**src/rtl/uart_pkg.sv**
```systemverilog
// Shared UART definitions: receiver state encoding, parity selectors, legal
// oversampling ratios and the default frame width used by both TX and RX.
package uart_pkg;

   localparam int UART_DATA_WIDTH = 8;

   localparam logic [2:0] ST_IDLE   = 3'd0;
   localparam logic [2:0] ST_START  = 3'd1;
   localparam logic [2:0] ST_DATA   = 3'd2;
   localparam logic [2:0] ST_PARITY = 3'd3;
   localparam logic [2:0] ST_STOP   = 3'd4;

   localparam logic PAR_EVEN = 1'b0;
   localparam logic PAR_ODD  = 1'b1;

   localparam int PRESCALE_8  = 8;
   localparam int PRESCALE_16 = 16;
   localparam int PRESCALE_32 = 32;

   function automatic logic majority3(input logic [2:0] v);
      return (v[0] & v[1]) | (v[0] & v[2]) | (v[1] & v[2]);
   endfunction

endpackage

```
**src/rtl/uart_rx_sampler.sv**
```systemverilog
// Per-bit oversampling counter with a three-point majority vote around the
// bit centre; bit_done strobes on the last oversample tick of each bit.
module uart_rx_sampler
   import uart_pkg::*;
#(
   parameter int PRESCALE_W = 6
) (
   input  logic                  CLK,
   input  logic                  RST,
   input  logic                  run,
   input  logic                  rx_in,
   input  logic [PRESCALE_W-1:0] prescale,
   output logic                  sampled_bit,
   output logic                  bit_done
);

   logic [PRESCALE_W-1:0] edge_cnt_reg;
   logic [PRESCALE_W-1:0] last_cnt;
   logic [PRESCALE_W-1:0] mid_cnt;
   logic [2:0]            smp_vec;

   assign last_cnt = prescale - PRESCALE_W'(1);
   assign mid_cnt  = prescale >> 1;
   assign bit_done = run && (edge_cnt_reg == last_cnt);

   always_ff @(posedge CLK or negedge RST) begin
      if (!RST)
         edge_cnt_reg <= '0;
      else if (!run || bit_done)
         edge_cnt_reg <= '0;
      else
         edge_cnt_reg <= edge_cnt_reg + PRESCALE_W'(1);
   end

   // Sample points sit at P/2-1, P/2 and P/2+1.
   genvar gi;
   generate
      for (gi = 0; gi < 3; gi++) begin : g_smp
         logic                  smp_reg;
         logic [PRESCALE_W-1:0] pt;
         assign pt = mid_cnt + PRESCALE_W'(gi) - PRESCALE_W'(1);
         always_ff @(posedge CLK or negedge RST) begin
            if (!RST)
               smp_reg <= 1'b1;
            else if (run && (edge_cnt_reg == pt))
               smp_reg <= rx_in;
         end
         assign smp_vec[gi] = smp_reg;
      end
   endgenerate

   assign sampled_bit = majority3(smp_vec);

endmodule

```
**src/rtl/uart_rx.sv**
```systemverilog
// UART receiver: frame FSM, LSB-first deserialiser, parity/stop checking and
// registered result pulses issued one cycle after the stop bit ends.
module uart_rx
   import uart_pkg::*;
#(
   parameter int DATA_WIDTH = UART_DATA_WIDTH,
   parameter int PRESCALE_W = 6
) (
   input  logic                  CLK,
   input  logic                  RST,
   input  logic                  rx_in,
   input  logic [PRESCALE_W-1:0] prescale,
   input  logic                  par_en,
   input  logic                  par_typ,
   output logic [DATA_WIDTH-1:0] p_data,
   output logic                  data_valid,
   output logic                  par_err,
   output logic                  stp_err
);

   localparam int BW = (DATA_WIDTH > 1) ? $clog2(DATA_WIDTH) : 1;

   logic [2:0]            state_reg;
   logic [BW-1:0]         bit_cnt_reg;
   logic [DATA_WIDTH-1:0] data_reg;
   logic [PRESCALE_W-1:0] prescale_reg;
   logic [PRESCALE_W-1:0] prescale_eff;
   logic                  par_en_reg;
   logic                  par_typ_reg;
   logic                  par_flag_reg;
   logic                  result_pending_reg;
   logic                  result_stop_reg;
   logic                  result_par_reg;
   logic                  run;
   logic                  frame_start;
   logic                  sampled_bit;
   logic                  bit_done;
   logic                  exp_par;

   assign frame_start  = (state_reg == ST_IDLE) && !rx_in;
   assign run          = (state_reg != ST_IDLE) || !rx_in;
   // The detection cycle is edge 0 of the start bit, before the latch takes effect.
   assign prescale_eff = (state_reg == ST_IDLE) ? prescale : prescale_reg;
   assign exp_par      = (par_typ_reg == PAR_EVEN) ? ^data_reg : ~^data_reg;

   uart_rx_sampler #(
      .PRESCALE_W (PRESCALE_W)
   ) u_sampler (
      .CLK         (CLK),
      .RST         (RST),
      .run         (run),
      .rx_in       (rx_in),
      .prescale    (prescale_eff),
      .sampled_bit (sampled_bit),
      .bit_done    (bit_done)
   );

   always_ff @(posedge CLK or negedge RST) begin
      if (!RST) begin
         state_reg          <= ST_IDLE;
         bit_cnt_reg        <= '0;
         data_reg           <= '0;
         prescale_reg       <= '0;
         par_en_reg         <= 1'b0;
         par_typ_reg        <= 1'b0;
         par_flag_reg       <= 1'b0;
         result_pending_reg <= 1'b0;
         result_stop_reg    <= 1'b0;
         result_par_reg     <= 1'b0;
      end else begin
         result_pending_reg <= 1'b0;
         if (frame_start) begin
            prescale_reg <= prescale;
            par_en_reg   <= par_en;
            par_typ_reg  <= par_typ;
         end
         case (state_reg)
            ST_IDLE: begin
               if (frame_start) begin
                  state_reg    <= ST_START;
                  par_flag_reg <= 1'b0;
               end
            end
            ST_START: begin
               if (bit_done) begin
                  state_reg   <= sampled_bit ? ST_IDLE : ST_DATA;
                  bit_cnt_reg <= '0;
               end
            end
            ST_DATA: begin
               if (bit_done) begin
                  data_reg[bit_cnt_reg] <= sampled_bit;
                  if (bit_cnt_reg == BW'(DATA_WIDTH - 1))
                     state_reg <= par_en_reg ? ST_PARITY : ST_STOP;
                  else
                     bit_cnt_reg <= bit_cnt_reg + BW'(1);
               end
            end
            ST_PARITY: begin
               if (bit_done) begin
                  par_flag_reg <= (sampled_bit != exp_par);
                  state_reg    <= ST_STOP;
               end
            end
            ST_STOP: begin
               if (bit_done) begin
                  result_pending_reg <= 1'b1;
                  result_stop_reg    <= sampled_bit;
                  result_par_reg     <= par_flag_reg;
                  par_flag_reg       <= 1'b0;
                  state_reg          <= rx_in ? ST_IDLE : ST_START;
               end
            end
            default: state_reg <= ST_IDLE;
         endcase
      end
   end

   always_ff @(posedge CLK or negedge RST) begin
      if (!RST) begin
         p_data     <= '0;
         data_valid <= 1'b0;
         par_err    <= 1'b0;
         stp_err    <= 1'b0;
      end else begin
         data_valid <= result_pending_reg && result_stop_reg && !result_par_reg;
         par_err    <= result_pending_reg && result_par_reg;
         stp_err    <= result_pending_reg && !result_stop_reg;
         if (result_pending_reg && result_stop_reg && !result_par_reg)
            p_data <= data_reg;
      end
   end

endmodule

```
**config.mk**
```make
export PLATFORM = sky130hd
export DESIGN_NAME = uart_rx
export DESIGN_NICKNAME = d
export VERILOG_FILES = /design/src/rtl/uart_pkg.sv /design/src/rtl/uart_rx_sampler.sv /design/src/rtl/uart_rx.sv
export SDC_FILE = /design/constraint.sdc
export NUM_CORES = 1
export LEC_CHECK = 0
export CORE_ASPECT_RATIO = 1.5
export CORE_MARGIN = 2
export CORE_UTILIZATION = 50
export CTS_CLUSTER_SIZE = 8
export DETAILED_ROUTE_END_ITERATION = 12
export PLACE_DENSITY = 0.75
export SETUP_SLACK_MARGIN = 0.15
export SLEW_MARGIN = 15
export SYNTH_ARGS = -nofsm -noshare
export SYNTH_HDL_FRONTEND = slang
export SYNTH_SLANG_ARGS = --single-unit
export TNS_END_PERCENT = 100
```
**constraint.sdc**
```tcl
create_clock -name CLK -period 4.1 [get_ports CLK]
set_input_delay 0.615 -clock CLK [delete_from_list [all_inputs] [get_ports CLK]]
set_output_delay 0.615 -clock CLK [all_outputs]
set_load 0.02 [all_outputs]
```
==> impl_metrics.ini, run 1 <==
[status]
run_status = complete, no violations

[cells_and_area]
multiInputGateArea_sq_um = 1540
syn_to_final_growth_pct = 11.3
layout_commonest_cell = dfrtp_1
seqCellArea_sq_um = 1150
diodes = 0
layout-drive-gt1-share_pct = 15.1
finalNetCount = 315
final_cell_mix = dfrtp_1, nand2_1, xnor2_1, nor2_1, mux2_2
fill_cells = 499
fin_area_sq_um = 3120

[critical_path]
cp-start-kind = input pin
worst_path_largest_cell_delay_ns = 0.55
path_class = in -> reg
cp-end-kind = register
worst_path_dominant_cell_family = simple AND/OR/NAND/NOR gates
crit_path_cell_trace = clkdlybuf4s50_1 -> nor4b_1 -> nor2_1 -> inv_1 -> ha_1 -> inv_1 -> or4_1 -> a2111oi_0 -> mux2_2
slowest_stage = clkdlybuf4s50_1
cp.required_ns = 4.33
critPathMostFrequentCell = inv_1
worstPathArrival_ns = 3.65
reg2reg_slack_ns = 0.68
crit_fanout = 6
critical_path_buf_inv_count = 3

[hold_path]
hold_class = reg -> reg

[cts]
post_cts.repair.setup_buffers = 0
post_cts_resized = 0
cts_sinks = 46
postCtsHoldBufs = 0
clock_latency_ns = 0.30
root_buffer = clkbuf_8
clockBufferDepth = 2
path_clk_slew_ns = 0.08
cts_tree = done
cts_buffers = 5
htree_levels = 2

[synth]
async_flop_share_pct = 100
yosysSeqAreaShare_pct = 41.2
yosys_warnings = 0
syn_inst = 282
synth_seq_cells = 46
synth_edf_count = 0
syn_area_sq_um = 2810
synth_cell_types = 56
syn_area_per_cell_sq_um = 9.95
ys.flop_type = dfrtp_1
synth_nets = 299

[timing]
layout_min_cycle_time_ns = 3.42
tightestPinTransition_ns = 1.02
final_critical_path_setup_slack_ns = 0.680
rsz0062_at_grt = false
hold_slack_ns = 0.454
timing.fmax_mhz = 292
finalSetupViolCount = 0
hold_viol = 0
post-route-period-util_pct = 83.4
slew_viol_final = 0
max-slew-margin-rel_pct = 32.2
setup_tns_ns = 0
fin_skew_ns = 0.0132

[die]
start_util_pct = 51.5
rows = 33
dieArea_sq_um = 6240
core_sq_um = 5450
die_h_um = 95.8
die_x_um = 65.2
ios = 22

[detailed_routing]
wire_per_inst_um = 15.4
via_count = 2106
dr.first_iter.drc_count = 109
wirelength_um = 5700
first_pass_iters = 4
drc = 0
drt-vias-per-instance = 5.71
final_antenna_net_count = 0

[job]
cap_violations = 0

[placed_design]
gp_congestion = 0.865
dpl.hpwl_um = 4250
io_buffers = 21
pre_cts_ws_ns = 0.364
placed_area_sq_um = 3040

[grt]
antenna_found_initial = 0
grt_pass1_vias = 2072
grt.overflow.total = 0
grt_pass1_wl_um = 9410
grt_max_degree = 47
grt_util_all_layers_pct = 19.6

[power]
irDropWorstVdd_v = 0.000229
p_per_area_nw_per_um2 = 629
power.leakage_nw = 1.34
==> cell type report <==
| type | count | share of cell area (%) |
|---|---|---|
| Clock inverter | 2 | 0.441 |
| Inverter | 8 | 0.962 |
| Clock buffer | 6 | 2.32 |
| Timing Repair Buffer | 23 | 7.05 |
| Sequential cell | 46 | 37.0 |
| Tap cell | 70 | 2.80 |
| Multi-Input combinational cell | 214 | 49.4 |
==> cells by family (layout without fill, tap and decap cells) <==
kind of cell	Yosys count	after routing	share of synthesized area, %
xor+xnor	29	29	9.05
simple gates	120	120	23.3
compound gates	24	24	5.84
flops	46	46	41.2
fa+ha+maj	7	7	3.03
mux	34	34	13.8
buf+inv	22	39	3.83
==> layer usage <==
layer	wire length (um)	up-vias	global-route usage, %	part of all wire (%)
li1	-	1017	-	-
met1	2310	1037	20.7	41
met2	3080	38	37.1	54
met3	126	14	2.92	2.2
met4	186	0	9.72	3.3
met5	0	-	0	0
==> synth_stat cells (all sizes together), types with 2 or more instances <==
cell	n	share of area, %
xor2	5	1.6
nor2	23	3.2
a22oi	2	0.53
buf	6	1.7
nand3	7	1.6
xnor2	24	7.5
nand2b	4	0.89
and3	3	0.67
mux2	24	9.8
or3	3	0.85
nand4	10	2.8
ha	6	2.7
inv	7	0.94
nand3b	2	0.53
dfstp	3	2.8
mux2i	10	4.0
o32ai	2	0.62
nor4	3	1.2
nor2b	7	1.6
o21ai	3	0.53
o211ai	2	0.53
nand2	41	5.5
nor3b	2	0.53
a21oi	6	1.1
dfrtp	43	38
clkbuf	8	1.1
and2	2	0.45
nor4b	3	0.94
nor3	5	1.1
==> power by group <==
group          total [mW]  leakage [nW]  switching (mW)  internal (mW)
combinational       0.964         0.705           0.517          0.447
clock               0.269        0.0452           0.148          0.120
sequential          0.731         0.594           0.164          0.567
==> through the flow <==
| stage | power [mW] | utilization [%] | instances |
|---|---|---|---|
| after floorplan | 1.50 | - | 282 |
| after global placement | 1.69 | 55.7 | 361 |
| after detailed placement | 1.70 | 55.7 | 361 |
| after CTS | 1.97 | 57.3 | 369 |
| after global routing | 2.10 | 57.3 | 369 |
| final | 1.96 | 57.3 | 369 |
==> final timing paths <==
path | depth (start not counted) | end | start
max | 9 | u_sampler.g_smp[2].smp_reg | prescale[2]
min | 1 | stp_err | result_stop_reg
max reg2reg | 10 | bit_cnt_reg[0] | state_reg[0]
min reg2reg | 1 | stp_err | result_stop_reg
max in group asynchronous | 1 | stp_err | RST
min in group asynchronous | 1 | u_sampler.edge_cnt_reg[3] | RST
(Power assumes the default switching activity.)
==> run 2: changes to the inputs <==
Settings changed: PLACE_DENSITY 0.75 to 0.78.
Clock period 4.1 ns to 2.74 ns, I/O delays scaled along.
==> run 2 against run 1 <==
  * The flow now finishes with violations (negative setup slack)
  * Flip-flop and latch count unchanged
  * Wire length increased by 32%
  * Design area increased by 27%
  * Setup slack got worse by 0.87 ns
  * Global-route usage increased by 4.5 points
  * Via count increased by 16%
  * Clock power increased by 55%
  * Core utilization increased by 15 points
==> impl_metrics.ini, run 2 (same netlist as run 1, synthesis figures left out) <==
[die]
start_util_pct = 51.5
die_x_um = 65.2
dieArea_sq_um = 6240
core_sq_um = 5450
rows = 33
ios = 22
die_h_um = 95.8

[power]
p_per_area_nw_per_um2 = 1000
p_clk_share_pct = 10.6
power.switching_mw = 1.65
p_int_mw = 2.31
power.leakage_nw = 1.75
switching_share_pct = 41.7
pwr-share-comb_pct = 61.3
power_mw = 3.96
irDropWorstVdd_v = 0.000599
pwr-share-seq_pct = 28.2

[grt]
grt_pass1_wl_um = 11400
grt_pass1_vias = 2505
antenna_found_initial = 0
grt_util_all_layers_pct = 24.0
grt.overflow.total = 0
grt_max_degree = 47

[cells_and_area]
multiInputGateArea_sq_um = 1810
fin_area_sq_um = 3950
final_util_pct = 72.5
seqCellArea_sq_um = 1160
diodes = 0
syn_to_final_growth_pct = 40.8
layout-drive-gt1-share_pct = 40.1
finalNetCount = 380
final_cell_mix = buf_4, nand2_1, dfrtp_1, nor2_1, xnor2_1
fill_cells = 376
layout_commonest_cell = buf_4

[cts]
cts_tree = done
cts_buffers = 5
clock_latency_ns = 0.31
clockBufferDepth = 2
path_clk_slew_ns = 0.10
htree_levels = 2
root_buffer = clkbuf_8
cts_sinks = 46

[critical_path]
cp-start-kind = register
cp.required_ns = 2.98
cp-end-kind = register
worstPathArrival_ns = 3.17
path_class = reg -> reg
crit_fanout = 5

[detailed_routing]
dr.first_iter.drc_count = 92
first_pass_iters = 4
drt-vias-per-instance = 5.61
via_count = 2433
wire_per_inst_um = 17.3
wirelength_um = 7500
drc = 0
final_antenna_net_count = 0

[hold_path]
hold_class = in -> async

[timing]
rsz0062_at_grt = true
post-route-period-util_pct = 107
timing.fmax_mhz = 341
final_critical_path_setup_slack_ns = -0.194
tightestPinTransition_ns = 0.995
layout_min_cycle_time_ns = 2.93
hold_viol = 0
finalSetupViolCount = 26
slew_viol_final = 0
fin_skew_ns = 0.0123
max-slew-margin-rel_pct = 33.6

[job]
cap_violations = 0

[placed_design]
dpl.hpwl_um = 4720
io_buffers = 21
placed_area_sq_um = 3380
gp_congestion = 0.851

[status]
violations = negative setup slack
run_status = finished with violations
## run 2: changes by cell type in the layout (fill, tap and decap cells not counted), moves of 3 or more
cell     previous run  this run
nor4b_4             0         3
buf_6               0        16
inv_2               0         3
inv_1               7         4
a21oi_1             6         3
buf_4               2        50
a21oi_2             0         3
mux2_4              1         9
xnor2_1            24        21
mux2_2             21        15
nor4b_1             3         0
dfrtp_1            43        40
dfrtp_2             0         3
ha_1                6         3
## run 2: what timing repair did
| action | 4_1_cts | 5_1_grt |
|---|---|---|
| buffers inserted | 17 | 12 |
| endpoints found under the setup margin | 27 | 27 |
| resized for setup | 33 | 24 |
| gates cloned | 1 | 0 |
| hold buffers | 0 | 0 |
| pin swaps | 11 | 16 |
## run 2: layout make-up
cell class                 count  area share, %
timing repair buffer          88           19.8
multi-input combinational    214           45.8
tap                           70           2.22
clock inverter                 2          0.348
sequential                    46           29.3
clock buffer                   6           1.84
inverter                       8          0.760
## run 2: worst max-delay path, stage by stage, from the launching register on
cell	delay [ns]
dfrtp_2	0.46
buf_6	0.14
o31a_1	0.32
nor2_4	0.18
ha_4	0.16
nor4b_4	0.22
a22oi_2	0.14
xnor2_2	0.16
nor4_4	0.35
buf_6	0.16
buf_12	0.11
buf_6	0.10
buf_6	0.09
nand4_1	0.11
a21oi_2	0.15
## run 2: per-stage QoR
stage	setup WS, ns	TNS [ns]	hold WS, ns	cells
after floorplan	-0.385	-4.78	0.115	282
final	-0.194	-2.91	0.266	434
after global placement	-0.448	-7.73	0.457	396
after detailed placement	-0.491	-8.70	0.454	396
after CTS	-0.142	-1.52	0.296	422
after global routing	-0.342	-5.66	0.362	434
## run 2: path summary, 6_finish.rpt
path	from	endpoint	slack [ns]	cells after the start
setup reg to reg	state_reg[1]	state_reg[0]	-0.19	14
setup / recovery	state_reg[1]	state_reg[0]	-0.19	14
hold / removal	RST	par_en_reg	0.27	1
hold reg to reg	result_stop_reg	stp_err	0.46	1
min in group CLK	result_stop_reg	stp_err	0.46	1
max in group asynchronous	RST	state_reg[2]	1.80	1
## run 2: power by group through the flow
| stage | Clock, mW | Sequential, mW | Combinational [mW] |
|---|---|---|---|
| floorplan | 0 | 0.964 | 1.35 |
| global placement | 0 | 1.08 | 1.69 |
| detailed placement | 0 | 1.09 | 1.76 |
| CTS | 0.424 | 1.09 | 2.05 |
| global route | 0.449 | 1.14 | 2.60 |
| finish | 0.417 | 1.11 | 2.42 |
## run 2: per-layer routing
| metal | vias up | GRT usage, % | share of wire (%) |
|---|---|---|---|
| met1 | 1193 | 24.8 | 36 |
| li1 | 1140 | - | - |
| met5 | - | 0 | 0 |
| met2 | 64 | 45.7 | 55 |
| met3 | 36 | 3.63 | 3.0 |
| met4 | 0 | 13.2 | 5.9 |
==> run 3: changes to the inputs <==
Settings changed: CTS_CLUSTER_DIAMETER set to 150.
==> results of run 3 <==
Final layout, timing and power as in run 2 (identical DEF).
